### src/rtl/text_fetch_pipe.sv
// Three-stage text-mode fetch pipeline: cell address -> VRAM word -> glyph code and palette colors.
// The timing strobes travel alongside so every output is the input delayed by exactly three clocks.
module text_fetch_pipe (
   input  logic        Clk,
   input  logic        Reset,
   input  logic [9:0]  DrawX,
   input  logic [9:0]  DrawY,
   input  logic        vde,
   input  logic        hsync,
   input  logic        vsync,
   output logic [10:0] vram_addr,
   output logic        vram_re,
   input  logic [31:0] vram_rdata,
   input  logic        pal_we,
   input  logic [3:0]  pal_waddr,
   input  logic [11:0] pal_wdata,
   output logic [7:0]  draw_code,
   output logic [31:0] draw_sig,
   output logic [9:0]  DrawX_o,
   output logic [9:0]  DrawY_o,
   output logic        vde_o,
   output logic        hsync_o,
   output logic        vsync_o
);

   logic [11:0] palette_r [0:15];

   logic [9:0]  s1_drawx_r, s1_drawy_r;
   logic        s1_vde_r, s1_hsync_r, s1_vsync_r, s1_col0_r;
   logic [9:0]  s2_drawx_r, s2_drawy_r;
   logic        s2_vde_r, s2_hsync_r, s2_vsync_r, s2_col0_r;

   logic [5:0]  row_s;
   logic [10:0] cell_addr_s;
   logic [15:0] cell_s;
   logic [11:0] fg_s, bg_s;

   // Word address of the cell pair: row*40 built as row*32 + row*8, plus col/2.
   always_comb begin
      row_s       = DrawY[9:4];
      cell_addr_s = {row_s, 5'b00000} + {2'b00, row_s, 3'b000} + {5'b00000, DrawX[9:4]};
   end

   // Stage 3 combinational decode: pick the halfword for this column and look up its colors.
   always_comb begin
      if (s2_col0_r) begin
         cell_s = vram_rdata[31:16];
      end else begin
         cell_s = vram_rdata[15:0];
      end
      fg_s = palette_r[cell_s[7:4]];
      bg_s = palette_r[cell_s[3:0]];
   end

   // Palette storage; a write lands after the edge, so a same-edge lookup still sees the old entry.
   always_ff @(posedge Clk) begin
      if (Reset) begin
         for (int i = 0; i < 16; i++) begin
            palette_r[i] <= 12'h000;
         end
      end else if (pal_we) begin
         palette_r[pal_waddr] <= pal_wdata;
      end
   end

   // Stage 1: issue the VRAM read and capture the timing strobes.
   always_ff @(posedge Clk) begin
      if (Reset) begin
         vram_addr  <= 11'd0;
         vram_re    <= 1'b0;
         s1_drawx_r <= 10'd0;
         s1_drawy_r <= 10'd0;
         s1_vde_r   <= 1'b0;
         s1_hsync_r <= 1'b0;
         s1_vsync_r <= 1'b0;
         s1_col0_r  <= 1'b0;
      end else begin
         // Address only moves during active video so it never leaves 0..1199.
         if (vde) begin
            vram_addr <= cell_addr_s;
            vram_re   <= 1'b1;
         end else begin
            vram_re   <= 1'b0;
         end
         s1_drawx_r <= DrawX;
         s1_drawy_r <= DrawY;
         s1_vde_r   <= vde;
         s1_hsync_r <= hsync;
         s1_vsync_r <= vsync;
         s1_col0_r  <= DrawX[3];
      end
   end

   // Stage 2: delay slot matching the one-cycle VRAM read latency.
   always_ff @(posedge Clk) begin
      if (Reset) begin
         s2_drawx_r <= 10'd0;
         s2_drawy_r <= 10'd0;
         s2_vde_r   <= 1'b0;
         s2_hsync_r <= 1'b0;
         s2_vsync_r <= 1'b0;
         s2_col0_r  <= 1'b0;
      end else begin
         s2_drawx_r <= s1_drawx_r;
         s2_drawy_r <= s1_drawy_r;
         s2_vde_r   <= s1_vde_r;
         s2_hsync_r <= s1_hsync_r;
         s2_vsync_r <= s1_vsync_r;
         s2_col0_r  <= s1_col0_r;
      end
   end

   // Stage 3: register the glyph code and color word, forced black outside active video.
   always_ff @(posedge Clk) begin
      if (Reset) begin
         draw_code <= 8'h00;
         draw_sig  <= 32'h0000_0000;
         DrawX_o   <= 10'd0;
         DrawY_o   <= 10'd0;
         vde_o     <= 1'b0;
         hsync_o   <= 1'b0;
         vsync_o   <= 1'b0;
      end else begin
         if (s2_vde_r) begin
            draw_code <= cell_s[15:8];
            draw_sig  <= {7'b0000000, fg_s, bg_s, 1'b0};
         end else begin
            draw_code <= 8'h00;
            draw_sig  <= 32'h0000_0000;
         end
         DrawX_o <= s2_drawx_r;
         DrawY_o <= s2_drawy_r;
         vde_o   <= s2_vde_r;
         hsync_o <= s2_hsync_r;
         vsync_o <= s2_vsync_r;
      end
   end

endmodule

### config.mk
export PLATFORM = sky130hd
export DESIGN_NAME = text_fetch_pipe
export DESIGN_NICKNAME = d
export VERILOG_FILES = /design/src/rtl/text_fetch_pipe.sv
export SDC_FILE = /design/constraint.sdc
export NUM_CORES = 1
export LEC_CHECK = 0
export BUFFER_PORTS_ARGS = -buffer_cell sky130_fd_sc_hd__buf_2
export CAP_MARGIN = 20
export CORE_ASPECT_RATIO = 0.8
export CORE_MARGIN = 2
export CORE_UTILIZATION = 60
export DETAILED_ROUTE_END_ITERATION = 6
export PLACE_DENSITY = 0.8
export SETUP_SLACK_MARGIN = 0.5
export SLEW_MARGIN = 20
export SYNTH_ARGS = -nofsm -noshare
export SYNTH_HDL_FRONTEND = slang
export SYNTH_SLANG_ARGS = --single-unit
### constraint.sdc
create_clock -name Clk -period 4.3 [get_ports Clk]
set_clock_uncertainty 0.15 [all_clocks]
set_input_delay 0.86 -clock Clk [delete_from_list [all_inputs] [get_ports Clk]]
set_output_delay 0.86 -clock Clk [all_outputs]
set_load 0.02 [all_outputs]
-- Word level (Yosys, flattened, before mapping)
Memories as Yosys holds them, arrays and structs flattened. A register that Yosys moved wholly into a read port is not among the register bits.
Cells that the tools add are included.
W data, S select, Z words.
- flip-flop bits (word level): 99
- memory bits (writable): 192
- input port bits: 74
- output and inout bits: 75
- word-level logic and storage cells: 37
- memories: 1
- memories (name ; words ; bits a word ; read ports ; clocked after memory_dff ; wr ports ; line ; text):
    palette_r ; 16 ; 12 ; 2 ; 2 ; 16 ; 26 ; logic [11:0] palette_r [0:15];
- $add $sub $neg: 2
- mux-type cells: 10
- bitwise gates (word level): 1
- reduce and logical (&&, ||, !) cells: 2
- operators with widths (cell ; number):
    $mux W16 ; 1
    $mux W12 ; 1
    $reduce_or A12 Y1 ; 1
    $add A11 B6 Y11 ; 1
    $add A11 B9 Y11 ; 1
    $mux W1 ; 7
    $mux W4 ; 1
    $reduce_or A2 Y1 ; 1
    $not A1 Y1 ; 1

-- Longest topological paths before layout
Gate-level depths: netlist (run 1).
- word-level depth: 5
- depth in mapped cells: 9
- depth with buffers taken out: 9

-- Worst setup path after synthesis (run 1)
No wires, ideal clock.
- kind: input -> register
- start point: input DrawX[9]
- end point: register vram_addr[10]
- setup time: 106 ps
- data arrival time: 2620 ps
- data required time: 4044 ps
- path slack: 1424 ps
- cell stages on the path: 9
- buffers on the path: 0
- path through: inv_1 > fa_1 > inv_1 > fa_1 > a21o_1 > a21oi_1 > a2bb2oi_1 > nand4_1 > o311ai_0
- word-level cells in the longest chain between the ends: 1
- ends and longest elaborated chain (element ; line ; text):
    start, declared ; 6 ; input logic [9:0] DrawX,
    $add A11 B6 Y11 ; 41 ; cell_addr_s = {row_s, 5'b00000} + {2'b00, row_s, 3'b000} + {5'b00000, DrawX[9:4]};
    end signal, assigned ; 80 ; vram_addr <= cell_addr_s;
    end, declared ; 11 ; output logic [10:0] vram_addr,
Every way passes these cells.
A chain may end at the register's enable or synchronous reset.

==> metrics.txt, run 1 <==
synth cell count leaders 192 x and2_1, 192 x edfxtp_1, 186 x o21ai_0; Reg area 0.00801 mm2; EDFF count, synth 192; Mapped Area 0.0174 mm2; row count 55; Reg2Reg Depth 6; WL per Instance 27.3 um; nets@finish 2045; Synth area leader edfxtp_1; max_cap viols 0; GRT Util Overall 0.418; flop2flop setup slack 1.09 ns; synth unique cells 66; failing checks design-rule violations; area share of the largest cell type after synthesis 0.331; Final Max Tran Viols 0; reg2reg end draw_sig[15]; via density per instance 6.89; worst skew pair latency 0.57 ns; worst r2r src s2_drawx_r[3]; setup repair after global routing missed its margin false; PortBufs 140; P_leak 7.19 nW; switching portion of total power 0.282; # H-tree levels 1; FFs w/ async S/R, synth 0; Seq/Total Area, Yosys 0.460; HP Start s2_drawy_r[1]; synth top area cells edfxtp_1 33%, dfxtp_1 13%, and2_1 6.9%; total CTS buffers 30; # clock sinks 304; hold path cells 1; Slew HR 0.269; Startpoint Class flip-flop; CTS tree yes; Post-route DRC 1; I/O pins 149; first-pass GRT wire length 95100 um; Syn-to-layout area delta 10.4%; main flop type after synthesis edfxtp_1; Detail Route Antenna Nets 0; Die ar. 0.0304 mm2; Cells after DPL 2296; layout cells sized above 1 0.149; critical path type flip-flop to flip-flop; initial antenna violation count 3; Syn Area/Cell 9.20 um2; Post-CTS Setup Bufs 0; final setup violating endpoints 0; final wirelength 64200 um; CP arrival 3.57 ns; 1st-iter DRT viols 2612; largest net degree at the start of global routing 94; sum of negative setup slack 0 ns; Final min period 3.21 ns; Max Clk Rate 0.312 GHz; Final period util 0.746; footprint of the multi-input gates 0.00832 mm2; Initial Utilization 0.613; NetSw 2.03 mW; core footprint 0.0284 mm2; grt ovf 0; Slew @ Worst Pin 1.10 ns; Int Power 5.17 mW; status finished, violations left; Worst EP required 4.66 ns; die width 195 um; Die H 156 um; Syn Inst Count 1894; Logic pwr share 0.153; #FFs+latches synth 304; Hold EP DrawY_o[1]; PwrDens 374 mW/mm2; Critical path origin s2_drawx_r[3]; Fillers 2259; Ys Warns 0; Pre-Repair DR Iteration Count 7; HPWL Detailed 44900 um; CTS resizes 0; Peak VDD IR 352 uV; Vias 16200; share of total power in sequential cells 0.470; vias in the first global route 15300; clk slew on worst S/H paths 0.07 ns; Clk pwr share 0.378; CTS max path bufs 3; Hold-fix buffers, CTS 0; CP Capture Type flip-flop; gpl congestion 1.06; Hold Vio Cnt, Final 0; root buffer cell clkbuf_16; Hold WC Path Type flip-flop to flip-flop; fin cells 2353; worst-path fanout max 59
[routing by layer]
layer | up-vias | global-route usage | wire length [um]
li1 | 6936 | - | -
met1 | 7655 | 0.544 | 23900
met2 | 1288 | 0.636 | 27600
met3 | 328 | 0.109 | 8530
met4 | 0 | 0.238 | 4240
met5 | - | 0 | 0
[power groups by stage]
stage / logic [mW] / clock network [mW] / registers [mW]
final: 1.10 / 2.72 / 3.38
after global routing: 1.16 / 2.82 / 3.39
after CTS: 1.05 / 2.72 / 3.37
after detailed placement: 1.05 / 0 / 3.44
after global placement: 1.03 / 0 / 3.44
after floorplan: 0.687 / 0 / 3.40
[critical path, stage by stage, from the launching register on]
cell,delay (ns)
dfxtp_4,0.92
buf_4,0.45
nor3_2,0.09
a21oi_2,0.70
o31ai_1,0.28
a31oi_1,0.29
a32o_1,0.20
[cells in the final DEF (no fill, tap or decap), drive strengths merged, types with 41 or more instances in the layout]
| cell type | netlist | final |
|---|---|---|
| a21oi | 107 | 107 |
| o21ai | 216 | 216 |
| inv | 46 | 47 |
| o22ai | 73 | 73 |
| buf | 96 | 204 |
| nor2 | 187 | 187 |
| nor3 | 73 | 73 |
| dfxtp | 112 | 112 |
| clkbuf | 83 | 41 |
| a211oi | 44 | 44 |
| nor2b | 131 | 131 |
| nand2b | 52 | 52 |
| o211ai | 41 | 41 |
| and2 | 192 | 192 |
| edfxtp | 192 | 192 |
[sequential cells by signal (all words and copies together), names as in the netlist, 8 cells and up]
register	count
DrawX_o	10
DrawY_o	10
draw_code	8
draw_sig	24
palette_r	192
s1_drawx_r	10
s1_drawy_r	10
s2_drawx_r	10
s2_drawy_r	10
vram_addr	11
[cell families after synthesis]
logic type	Yosys count	share of synthesized area
AND/OR/NAND/NOR	692	0.214
AO/OA/AOI/OAI	620	0.228
flip-flops	304	0.460
buffers and inverters	225	0.0646
multiplexers	36	0.0220
adder cells (fa/ha/maj)	13	0.0102
XOR/XNOR	3	0.00151
other	1	0.000215
[layout make-up]
cell class              count  share of cell area
diodes                      3            0.000390
well taps                 370              0.0241
flip-flops and latches    304               0.416
clock inverters            13             0.00592
inverters                  46             0.00898
repair buffers            204              0.0637
clock buffers              41              0.0477
multi-input cells        1372               0.433
[through the flow]
stage / setup slack [ns] / power [mW] / hold slack [ns] / utilization / area (um2)
global placement: 1.05 / 4.47 / 0.264 / 0.640 / 18200
finish: 1.09 / 7.20 / 0.279 / 0.677 / 19200
detailed placement: 1.08 / 4.48 / 0.270 / 0.640 / 18200
global route: 1.01 / 7.37 / 0.294 / 0.677 / 19200
floorplan: 1.42 / 4.09 / 0.264 / - / 17400
CTS: 1.26 / 7.15 / 0.285 / 0.677 / 19200
[worst max-delay path by stage]
stage / end / slack, ns / cells after the start
after detailed placement: draw_sig[23] / 1.08 / 8
after floorplan: vram_addr[10] / 1.42 / 9
after global routing: draw_sig[15] / 1.01 / 6
final: draw_sig[15] / 1.09 / 6
after global placement: draw_sig[13] / 1.05 / 8
after CTS: draw_sig[15] / 1.26 / 6
Power figures use the tool's default switching activity.
==> run 2, diff against run 1 <==
- clock period: 4.3 -> 3 ns (I/O delays scaled with it)
==> run 2 against run 1 <==
Against the previous run:
- the flow still finishes with violations (design-rule violations)
- largest cell class unchanged
- critical path type unchanged
- clock-buffer cell count fell by 2
- largest power group unchanged
- wire length up 3.8%
- critical path depth grew 1
==> metrics.txt, run 2 (synthesis results as in run 1) <==
Cells after DPL 2334 (+1.7%); Reg area 0.00801 mm2 (unchanged); Reg with most FFs palette_r; CP max stage delay 0.57 ns (-0.35 ns); Vias 16400 (+1.3%); status finished, violations left; clk slew on worst S/H paths 0.07 ns (about the same); 1st-iter DRT viols 2767 (+5.9%); core footprint 0.0284 mm2 (unchanged); P_leak 7.49 nW (+4.2%); Syn-to-layout area delta 13.5%; Peak VDD IR 518 uV (+47%); Fillers 2164 (-4.2%); Slew HR 0.440 (+0.171); # H-tree levels 1 (unchanged); PortBufs 140 (unchanged); CP Capture Type flip-flop; Final Max Tran Viols 0 (unchanged); Final min period 2.46 ns (-0.748 ns); Hold WC Path Type primary input to flip-flop; Die ar. 0.0304 mm2 (unchanged); initial antenna violation count 1 (-2); critical path type flip-flop to flip-flop; fin cells 2394 (+1.7%); PwrDens 543 mW/mm2 (+45%); failing checks design-rule violations; CP arrival 2.74 ns (-0.83 ns); setup repair after global routing missed its margin false; CTS tree yes; vias in the first global route 15100 (-1.7%); Final period util 0.819 (+0.0736); CTS max path bufs 3 (unchanged); Detail Route Antenna Nets 0 (unchanged); layout cells sized above 1 0.169 (+0.0196); Worst EP required 3.28 ns (-1.38 ns); Die H 156 um (unchanged); Pre-Repair DR Iteration Count 7 (unchanged); total CTS buffers 30 (unchanged); final core utilization 0.696 (+0.0190); worst-path fanout max 29 (-51%); WL per Instance 27.8 um (+2.0%); Largest regs palette_r: 192 flops, draw_sig: 24 flops, vram_addr: 11 flops; grt ovf 0 (unchanged); max FFs per register 192 (unchanged); largest net degree at the start of global routing 64 (-32%); max_cap viols 0 (unchanged); Post-route DRC 3 (+2); footprint of the multi-input gates 0.00834 mm2 (+0.18%); Max Clk Rate 0.407 GHz (+30%); sum of negative setup slack 0 ns (unchanged); Reg2Reg Depth 7 (+1); first-pass GRT wire length 96700 um (+1.7%); worst skew pair latency 0.57 ns (about the same); Hold Vio Cnt, Final 0 (unchanged); Initial Utilization 0.613 (unchanged); Slew @ Worst Pin 0.840 ns (-0.255 ns); gpl congestion 1.03 (-2.5%); final wirelength 66600 um (+3.8%); nets@finish 2085 (+2.0%); row count 55 (unchanged); root buffer cell clkbuf_16; cell chain of the critical path buf_16 -> nand2b_1 -> buf_12 -> o22ai_1 -> o32ai_1 -> a21oi_1 -> a32o_1; via density per instance 6.86 (-0.45%); I/O pins 149 (unchanged); leading cell types in the layout, fill and taps excluded 192 x and2_1, 192 x edfxtp_1, 186 x o21ai_0; # clock sinks 304 (unchanged); final setup violating endpoints 0 (unchanged); hold path cells 2 (+1); GRT Util Overall 0.428 (+0.0103); die width 195 um (unchanged); HPWL Detailed 46400 um (+3.2%); Startpoint Class flip-flop; Slowest cell on crit path dfxtp_4
-- run 2: worst max-delay path: cells and delay by family, from the launching register on --
family,cells,cell delay [ns]
AOI/OAI and AO/OA,4,0.94
DFF,1,0.57
and+or+nand+nor,1,0.17
buffers and inverters,2,0.48
-- run 2: path summary, 6_finish.rpt --
| kind | slack, ns | end | startpoint |
|---|---|---|---|
| worst min register to register | 0.28 | s2_drawx_r[2] | s1_drawx_r[2] |
| worst max-delay path | 0.54 | draw_sig[8] | s2_drawx_r[3] |
| worst min-delay path | 0.10 | s1_drawy_r[3] | DrawY[3] |
| worst max register to register | 0.54 | draw_sig[8] | s2_drawx_r[3] |
-- run 2: through the flow --
step | setup WS [ns] | hold slack [ns] | cell area, um2 | power (mW)
final | 0.543 | 0.103 | 19800 | 10.7
after global placement | 0.334 | 0.266 | 18600 | 6.49
after floorplan | 0.524 | 0.264 | 17500 | 5.87
after global routing | 0.537 | 0.0986 | 19800 | 11.0
after detailed placement | 0.208 | 0.271 | 18600 | 6.52
after CTS | 0.555 | 0.0908 | 19700 | 10.6
-- run 2: routing by layer --
layer  part of all wire  GRT usage  routed length (um)
met5            0.00020          0                  13
met4              0.053      0.199                3540
met3               0.15      0.123               10200
met2               0.41      0.624               27600
met1               0.38      0.591               25300
-- run 2: what timing repair did --
item / in CTS / in global routing
buffers inserted: 1 / 1
hold buffers: 0 / 0
resized for setup: 0 / 1
endpoints found under the setup margin: 15 / 14
-- run 2: cell type report --
cell class	instances	area share
antenna	2	0.000253
clock buffer	39	0.0433
clock inverter	17	0.0121
inverter	46	0.00873
multi-input combinational	1372	0.422
sequential	304	0.405
tap	370	0.0234
timing repair buffer	244	0.0854
-- run 2: power by group --
part           internal, mW  leakage [nW]  switching (mW)
registers              4.66          2.75           0.172
clock network          2.53         0.548            1.67
logic                 0.569          4.19            1.14
total                  7.76          7.49            2.98
